--- src/rtl/mmio_pkg.sv ---
// Shared definitions for the MMIO bus initiator and its peripherals.
package mmio_pkg;

    localparam int MMIO_ADDR_W  = 32;
    localparam int MMIO_DATA_W  = 32;
    localparam int MMIO_STRB_W  = 4;

    // Idle bus cycles spent after a timeout so a late responder pulse is absorbed.
    localparam int DRAIN_CYCLES = 2;

    typedef enum logic [1:0] {
        ST_IDLE,
        ST_REQ,
        ST_RSP,
        ST_DRAIN
    } mmio_mst_state_t;

    // One latched bus request, held stable for the whole REQ phase.
    typedef struct packed {
        logic                   write;
        logic [MMIO_ADDR_W-1:0] addr;
        logic [MMIO_DATA_W-1:0] wdata;
        logic [MMIO_STRB_W-1:0] wstrb;
    } mmio_req_t;

endpackage

--- src/rtl/mmio_master.sv ---
// Single-outstanding MMIO bus initiator with bounded wait and timeout error reporting.
module mmio_master
    import mmio_pkg::*;
#(
    parameter int unsigned            TIMEOUT_CYCLES = 255,
    parameter logic [MMIO_DATA_W-1:0] ERR_RDATA      = '0
) (
    input  logic                   clk,
    input  logic                   resetn,
    input  logic                   cmd_valid,
    output logic                   cmd_ready,
    input  logic                   cmd_write,
    input  logic [MMIO_ADDR_W-1:0] cmd_addr,
    input  logic [MMIO_DATA_W-1:0] cmd_wdata,
    input  logic [MMIO_STRB_W-1:0] cmd_wstrb,
    output logic                   rsp_valid,
    input  logic                   rsp_ready,
    output logic [MMIO_DATA_W-1:0] rsp_rdata,
    output logic                   rsp_err,
    output logic                   mmio_valid,
    output logic                   mmio_write,
    output logic [MMIO_ADDR_W-1:0] mmio_addr,
    output logic [MMIO_DATA_W-1:0] mmio_wdata,
    output logic [MMIO_STRB_W-1:0] mmio_wstrb,
    input  logic [MMIO_DATA_W-1:0] mmio_rdata,
    input  logic                   mmio_ready,
    output logic                   busy,
    input  logic                   err_clr,
    output logic [7:0]             err_count
);

    // A zero timeout means wait forever.
    localparam bit          TIMEOUT_EN   = (TIMEOUT_CYCLES != 0);
    localparam logic [15:0] TIMEOUT_LAST = 16'(TIMEOUT_CYCLES - 1);
    localparam logic        DRAIN_LAST   = 1'(DRAIN_CYCLES - 1);

    mmio_mst_state_t        state_q, state_d;
    mmio_req_t              req_q, req_d;
    logic                   mmio_valid_q, mmio_valid_d;
    logic                   rsp_valid_q, rsp_valid_d;
    logic [MMIO_DATA_W-1:0] rsp_rdata_q, rsp_rdata_d;
    logic                   rsp_err_q, rsp_err_d;
    logic                   cmd_ready_q, cmd_ready_d;
    logic                   busy_q, busy_d;
    logic [15:0]            wait_q, wait_d;
    logic                   drain_q, drain_d;
    logic [7:0]             err_count_q, err_count_d;
    logic                   timeout;

    // Next-state and next-output decode; every output is registered from these values.
    always_comb begin
        // NOTE: every signal gets a default first so no path can infer a latch.
        state_d      = state_q;
        req_d        = req_q;
        mmio_valid_d = mmio_valid_q;
        rsp_valid_d  = rsp_valid_q;
        rsp_rdata_d  = rsp_rdata_q;
        rsp_err_d    = rsp_err_q;
        wait_d       = wait_q;
        drain_d      = drain_q;
        timeout      = 1'b0;

        unique case (state_q)
            ST_IDLE: begin
                if (cmd_valid && cmd_ready_q) begin
                    req_d.write  = cmd_write;
                    req_d.addr   = cmd_addr;
                    req_d.wdata  = cmd_write ? cmd_wdata : '0;
                    req_d.wstrb  = cmd_write ? cmd_wstrb : '0;
                    wait_d       = '0;
                    mmio_valid_d = 1'b1;
                    state_d      = ST_REQ;
                end
            end
            ST_REQ: begin
                // A ready in the last allowed cycle still counts as success.
                if (mmio_ready) begin
                    mmio_valid_d = 1'b0;
                    rsp_rdata_d  = req_q.write ? '0 : mmio_rdata;
                    rsp_err_d    = 1'b0;
                    rsp_valid_d  = 1'b1;
                    state_d      = ST_RSP;
                end else if (TIMEOUT_EN && (wait_q == TIMEOUT_LAST)) begin
                    mmio_valid_d = 1'b0;
                    rsp_rdata_d  = ERR_RDATA;
                    rsp_err_d    = 1'b1;
                    drain_d      = 1'b0;
                    timeout      = 1'b1;
                    state_d      = ST_DRAIN;
                end else begin
                    wait_d = wait_q + 16'd1;
                end
            end
            ST_DRAIN: begin
                if (drain_q == DRAIN_LAST) begin
                    rsp_valid_d = 1'b1;
                    state_d     = ST_RSP;
                end else begin
                    drain_d = drain_q + 1'b1;
                end
            end
            ST_RSP: begin
                if (rsp_ready) begin
                    rsp_valid_d = 1'b0;
                    state_d     = ST_IDLE;
                end
            end
            default: state_d = ST_IDLE;
        endcase

        cmd_ready_d = (state_d == ST_IDLE);
        busy_d      = (state_d != ST_IDLE);

        // Clear and timeout in the same cycle leaves exactly that one timeout counted.
        err_count_d = err_count_q;
        if (timeout) begin
            if (err_clr)
                err_count_d = 8'd1;
            else if (err_count_q != 8'hFF)
                err_count_d = err_count_q + 8'd1;
        end else if (err_clr) begin
            err_count_d = '0;
        end
    end

    // State and output registers; reset drops the bus request immediately.
    always_ff @(posedge clk or negedge resetn) begin
        if (!resetn) begin
            state_q      <= ST_IDLE;
            req_q        <= '0;
            mmio_valid_q <= 1'b0;
            rsp_valid_q  <= 1'b0;
            rsp_rdata_q  <= '0;
            rsp_err_q    <= 1'b0;
            cmd_ready_q  <= 1'b0;
            busy_q       <= 1'b0;
            wait_q       <= '0;
            drain_q      <= 1'b0;
            err_count_q  <= '0;
        end else begin
            // NOTE: non-blocking assignments so all registers update together on the edge.
            state_q      <= state_d;
            req_q        <= req_d;
            mmio_valid_q <= mmio_valid_d;
            rsp_valid_q  <= rsp_valid_d;
            rsp_rdata_q  <= rsp_rdata_d;
            rsp_err_q    <= rsp_err_d;
            cmd_ready_q  <= cmd_ready_d;
            busy_q       <= busy_d;
            wait_q       <= wait_d;
            drain_q      <= drain_d;
            err_count_q  <= err_count_d;
        end
    end

    assign cmd_ready  = cmd_ready_q;
    assign rsp_valid  = rsp_valid_q;
    assign rsp_rdata  = rsp_rdata_q;
    assign rsp_err    = rsp_err_q;
    assign mmio_valid = mmio_valid_q;
    assign mmio_write = req_q.write;
    assign mmio_addr  = req_q.addr;
    assign mmio_wdata = req_q.wdata;
    assign mmio_wstrb = req_q.wstrb;
    assign busy       = busy_q;
    assign err_count  = err_count_q;

endmodule

--- config.mk ---
export PLATFORM = sky130hd
export DESIGN_NAME = mmio_master
export DESIGN_NICKNAME = d
export VERILOG_FILES = /design/src/rtl/mmio_pkg.sv /design/src/rtl/mmio_master.sv
export SDC_FILE = /design/constraint.sdc
export NUM_CORES = 1
export LEC_CHECK = 0
export CAP_MARGIN = 20
export CELL_PAD_IN_SITES_DETAIL_PLACEMENT = 1
export CELL_PAD_IN_SITES_GLOBAL_PLACEMENT = 1
export CORE_ASPECT_RATIO = 1.75
export CORE_MARGIN = 2
export CORE_UTILIZATION = 32
export DETAILED_ROUTE_END_ITERATION = 10
export HOLD_SLACK_MARGIN = 0.02
export PLACE_DENSITY_LB_ADDON = 0.1
export SYNTH_ARGS = -nofsm -noshare
export SYNTH_HDL_FRONTEND = slang
export SYNTH_SLANG_ARGS = --single-unit
--- constraint.sdc ---
create_clock -name clk -period 2.9 [get_ports clk]
set_clock_uncertainty 0.2 [all_clocks]
set_input_delay 0.58 -clock clk [delete_from_list [all_inputs] [get_ports clk]]
set_output_delay 0.58 -clock clk [all_outputs]
set_load 0.01 [all_outputs]
==> results_dict.tcl, run 1 <==
set metrics [dict create \
    status "finished, final reports clean" \
    synthDistinctLibCells 41 \
    max_freq_mhz 431.6 \
    layout_common_cells "219 x clkdlybuf4s50_1, 185 x nand2_1, 133 x dfrtp_1" \
    wl_per_cell_um 17.69 \
    finalCritPeriodShare_pct 79.90 \
    n_fill_cell 1884 \
    gp_congestion 0.7597 \
    ios 221 \
    initial_core_util_pct 32.40 \
    cts_tree "yes" \
    p_sw_mw 2.747 \
    clock-root-buffer "clkbuf_16" \
    synth_sequential_area_ratio_pct 61.18 \
    start_kind "flip-flop" \
    grt_overflow 0 \
    coreArea_sq_mm 0.01679 \
    drtAntennaViolNets 0 \
    yosys_warnings 0 \
    finalPower_mw 8.367 \
    pre_cts_ws_ps 283.3 \
    die-width_um 102.6 \
    seqPwrFrac_pct 35.5 \
    finalSetupViolCount 0 \
    grt_max_degree 84 \
    cts_buffers 17 \
    post-cts-setup-buffers 0 \
    leakagePower_nw 3.840 \
    grt_pass1_wl_mm 27.99 \
    setup_ws_ps 582.9 \
    htree_levels 4 \
    max-vdd-ir-drop_v 0.0005481 \
    vias 4893 \
    grt_pass1_vias 5403 \
    cp_max_fo 33 \
    layout_min_cycle_time_ps 2317 \
    rsz0062_at_grt "no" \
    synthCells 544 \
    drv_cap 0 \
    antenna_found_initial 0 \
    die_area_sq_mm 0.01810 \
    p_per_area_mw_per_mm2 981.3 \
    syn_area_sq_mm 0.005440 \
    clkLatencyLatePin_ps 420 \
    p_sw_share_pct 32.83 \
    multiInputGateArea_sq_mm 0.001964 \
    end_kind "flip-flop" \
    drtPass1Iterations 4 \
    final_common_cell "clkdlybuf4s50_1" \
    slew_headroom_pct 56.94 \
    syn2layout_area_growth_pct 56.72 \
    layout.nets 869 \
    clock_sinks 133 \
    io_buffers 220 \
    arrival_ps 2420 \
    post-route-util_pct 50.78 \
    die_y_um 176.5 \
    syn_avg_cell_area_sq_um 10.00 \
    drt_iter0_drc 108 \
    clock_power_share_pct 26.3 \
    setup_tns_ps 0 \
    worst_pin_slew_ps 645.9 \
    clock_path_buffers 2 \
    slew_viol_final 0 \
    wl_mm 17.67 \
    placementRows 63 \
    p_int_mw 5.620 \
    diodes 0 \
    grt.total_usage_pct 20.15 \
    pwr-share-comb_pct 38.2 \
    drc 0 \
    synth_nets 654 \
    vias_per_cell 4.898 \
    place_hpwl_mm 12.26 \
    clkTransAtPathRegs_ps 60 \
    crit_required_ps 3000 \
    hold_path.class "reg2reg" \
    drive_gt1_share_pct 6.606 \
    seqCellArea_sq_mm 0.003328 \
    path_class "reg2reg" \
    fin_hold_ws_ps 266.1 \
    ys_seq_elements 133 \
    hold_viol 0 \
]
-- power groups by stage --
stage / combinational (mW) / clock, mW / sequential, mW
2_1_floorplan: 1.01 / 0 / 3.26
3_3_place_gp: 3.17 / 0 / 2.96
3_5_place_dp: 3.25 / 0 / 3.00
4_1_cts: 3.28 / 2.28 / 2.98
5_1_grt: 3.50 / 2.35 / 3.06
6_report: 3.20 / 2.20 / 2.97
-- through the flow --
stage	cells	area [sq um]
after floorplan	544	5440
after global placement	966	7908
after global routing	999	8526
final	999	8526
after detailed placement	966	7908
after CTS	999	8526
-- flip-flops by register name, summed over array words and instances, names as in the netlist, 2 cells and up --
register / count
err_count: 8
mmio_addr: 32
mmio_wdata: 32
mmio_wstrb: 4
rsp_rdata: 32
state_q: 2
wait_q: 16
-- layout make-up --
cell class	instances	share of cell area [%]
sequential	133	39.04
timing repair buffer	230	27.19
multi-input combinational	371	23.04
clock buffer	17	4.990
tap	227	3.331
clock inverter	15	2.143
inverter	6	0.2642
-- synth_stat cells (all sizes together) --
library cell	instances	share of area (%)
a21oi	15	1.4
a22o	33	5.3
a311oi	3	0.48
a31o	1	0.16
a31oi	3	0.35
and2b	1	0.14
and3	4	0.46
and3b	1	0.16
and4	4	0.69
and4bb	1	0.23
buf	17	1.4
clkbuf	17	1.2
dfrtp	133	61
ha	3	0.69
inv	6	0.41
mux2i	2	0.37
nand2	185	13
nand2b	1	0.12
nand3	44	4.0
nand4	9	1.0
nand4bb	1	0.21
nor2	11	0.76
nor2b	1	0.12
nor3	3	0.28
nor3b	1	0.23
nor4	3	0.35
nor4b	1	0.28
nor4bb	1	0.18
o211ai	3	0.41
o21a	1	0.14
o21ai	9	0.83
o21ba	1	0.18
o311a	1	0.18
o31ai	7	0.97
o32ai	1	0.16
or3	4	0.46
or4	7	0.97
xnor2	5	0.80
-- worst max-delay path: stages, from the launching register on --
cell and delay, ps:
dfrtp_1 450, inv_1 90, ha_1 180, nor4b_2 250, and4_4 420, o21ai_2 70
buf_4 240, a22o_1 280
-- repair_timing --
action | in CTS | in global routing
gates resized for setup | 0 | 0
hold endpoints to repair | 62 | 0
hold buffers | 1 | 0
-- metal layers --
metal  vias to the layer above  share of wire, %  GRT usage (%)  wire length [um]
met2                       145                55          36.71              9781
li1                       2298                 -              -                 -
met1                      2413                35          20.47              6202
met3                        37               6.0          6.215              1054
met4                         0               3.6          9.000               630
met5                         -                 0              0                 0
-- worst paths after layout --
check / to / slack (ps) / from / cells past startpoint
max: rsp_rdata[30] / 580 / wait_q[0] / 7
min: mmio_wstrb[3] / 270 / mmio_wstrb[3] / 2
max reg2reg: rsp_rdata[30] / 580 / wait_q[0] / 7
min reg2reg: mmio_wstrb[3] / 270 / mmio_wstrb[3] / 2
max in group asynchronous: rsp_rdata[2] / 1120 / resetn / 3
min in group asynchronous: mmio_addr[16] / 530 / resetn / 2
-- logic make-up after synthesis --
group	synth area share [%]
mux	0.3680
buf+inv	2.944
fa+ha+maj	0.6900
simple gates	23.46
xor+xnor	0.8049
flops	61.18
compound gates	10.56
(Power assumes the default switching activity.)
==> run 2: changes to the inputs <==
Settings changed: CORE_UTILIZATION 32 to 29.
Clock period 2.9 ns to 2 ns, I/O delays scaled along.
==> results_dict.tcl, run 2 (synthesis gave the netlist of run 1 again) <==
set metrics [dict create \
    placementRows 66 \
    stdcell_area_sq_mm 0.009156 \
    finalPower_mw 12.42 \
    clock_power_share_pct 25.1 \
    clock_path_buffers 2 \
    final_cells 1058 \
    drt_iter0_drc 143 \
    drtAntennaViolNets 0 \
    setup_ws_ps -33.27 \
    die_area_sq_mm 0.01991 \
    layout.nets 917 \
    io_buffers 220 \
    drv_cap 0 \
    grt.total_usage_pct 20.35 \
    htree_levels 4 \
    clkLatencyLatePin_ps 420 \
    clock_sinks 133 \
    final_common_cell "clkdlybuf4s50_1" \
    wl_mm 19.81 \
    max-vdd-ir-drop_v 0.0005657 \
    grt_max_degree 54 \
    ios 221 \
    p_sw_share_pct 33.09 \
    cts_buffers 17 \
    drive_gt1_share_pct 15.73 \
    drc 0 \
    place_hpwl_mm 14.03 \
    slew_headroom_pct 72.83 \
    vias 5181 \
    cp_max_fo 5 \
    status "finished, violations left" \
    cts_tree "yes" \
    grt_pass1_vias 5774 \
    rsz0062_at_grt "yes" \
    p_per_area_mw_per_mm2 1357 \
    arrival_ps 2180 \
    die-width_um 107.5 \
    placed_area_sq_mm 0.008294 \
    finalCritPeriodShare_pct 101.7 \
    grt_overflow 0 \
    seqPwrFrac_pct 34.6 \
    max_freq_mhz 491.8 \
    path_class "reg2reg" \
    layout_common_cells "203 x clkdlybuf4s50_1, 184 x nand2_1, 130 x dfrtp_1" \
    start_kind "flip-flop" \
    p_sw_mw 4.110 \
    end_kind "flip-flop" \
    pwr-share-comb_pct 40.3 \
    syn2layout_area_growth_pct 68.31 \
    n_fill_cell 2073 \
    antenna_found_initial 0 \
    p_int_mw 8.312 \
    crit_required_ps 2140 \
    diodes 0 \
    post-route-util_pct 49.50 \
    hold_viol 0 \
    pre_cts_ws_ps -258.1 \
    worst_pin_slew_ps 403.9 \
    vias_per_cell 4.897 \
    initial_core_util_pct 29.41 \
    die_y_um 185.2 \
    wl_per_cell_um 18.72 \
    failed_checks "setup timing" \
    clock-root-buffer "clkbuf_16" \
    hold_path.class "in2async" \
    coreArea_sq_mm 0.01850 \
    clkTransAtPathRegs_ps 70 \
    dp_cells 1015 \
    grt_pass1_wl_mm 31.00 \
    finalSetupViolCount 4 \
    drtPass1Iterations 5 \
    layout_min_cycle_time_ps 2033 \
    slew_viol_final 0 \
    leakagePower_nw 4.310 \
    gp_congestion 0.7810 \
]
[run 2: changes by cell type in the layout (fill, tap and decap cells not counted), sizes merged, moves of 3 or more]
cell / previous run / this run
buf: 10 / 57
clkdlybuf4s50: 219 / 203
dlymetal6s2s: 0 / 11
dlygate4sd2: 0 / 5
clkbuf: 17 / 20
[run 2: final cells by class]
type	count	area (sq um)	area share, %
tap	238	297.8	3.252
clock inverter	13	132.6	1.448
multi-input combinational	371	2110	23.04
clock buffer	19	452.9	4.947
inverter	6	22.52	0.2460
sequential	133	3332	36.39
timing repair buffer	278	2809	30.68
[run 2: power groups by stage]
stage	combinational [mW]	clock, mW	sequential (mW)
2_1_floorplan	1.46	0	4.72
3_5_place_dp	4.97	0	4.35
3_3_place_gp	4.86	0	4.28
4_1_cts	5.05	3.23	4.31
6_report	5.00	3.12	4.30
5_1_grt	5.45	3.34	4.44
[run 2: final timing paths]
check | start | to | slack [ps] | cells past startpoint
worst min register to register | mmio_wdata[23] | mmio_wdata[23] | 260 | 2
worst max register to register | wait_q[0] | err_count[3] | -30 | 7
worst min-delay path | resetn | err_count[5] | 240 | 2
min in group clk | mmio_wdata[23] | mmio_wdata[23] | 260 | 2
worst max-delay path | wait_q[0] | err_count[3] | -30 | 7
max in group asynchronous | resetn | mmio_addr[5] | 800 | 3
[run 2: worst max-delay path: stages, from the launching register on]
cell	delay, ps
dfrtp_1	390
inv_1	70
ha_2	160
nor4b_4	200
nand4_1	220
buf_4	220
or3_4	360
a21oi_2	140
[run 2: metal layers]
layer | track usage, % | part of all wire [%] | vias to the layer above
met5 | 0 | 0 | -
met3 | 6.474 | 5.6 | 36
met2 | 37.41 | 58 | 165
met4 | 9.333 | 3.3 | 0
li1 | - | - | 2393
met1 | 20.52 | 33 | 2587
[run 2: stage by stage]
step,TNS [ps],hold slack (ps)
2_1_floorplan,0,-95.59
3_3_place_gp,-1757,114.3
3_5_place_dp,-3460,111.3
4_1_cts,-28.26,224.1
5_1_grt,-458.3,255.8
6_report,-55.78,239.6
[run 2: what timing repair did]
action / 4_1_cts / 5_1_grt
pin swaps: 9 / 33
setup endpoints to repair: 20 / 53
hold buffers: 1 / 0
setup buffers: 8 / 0
gates resized for setup: 20 / 31
endpoints found under the hold margin: 89 / 0
cloned: 0 / 2
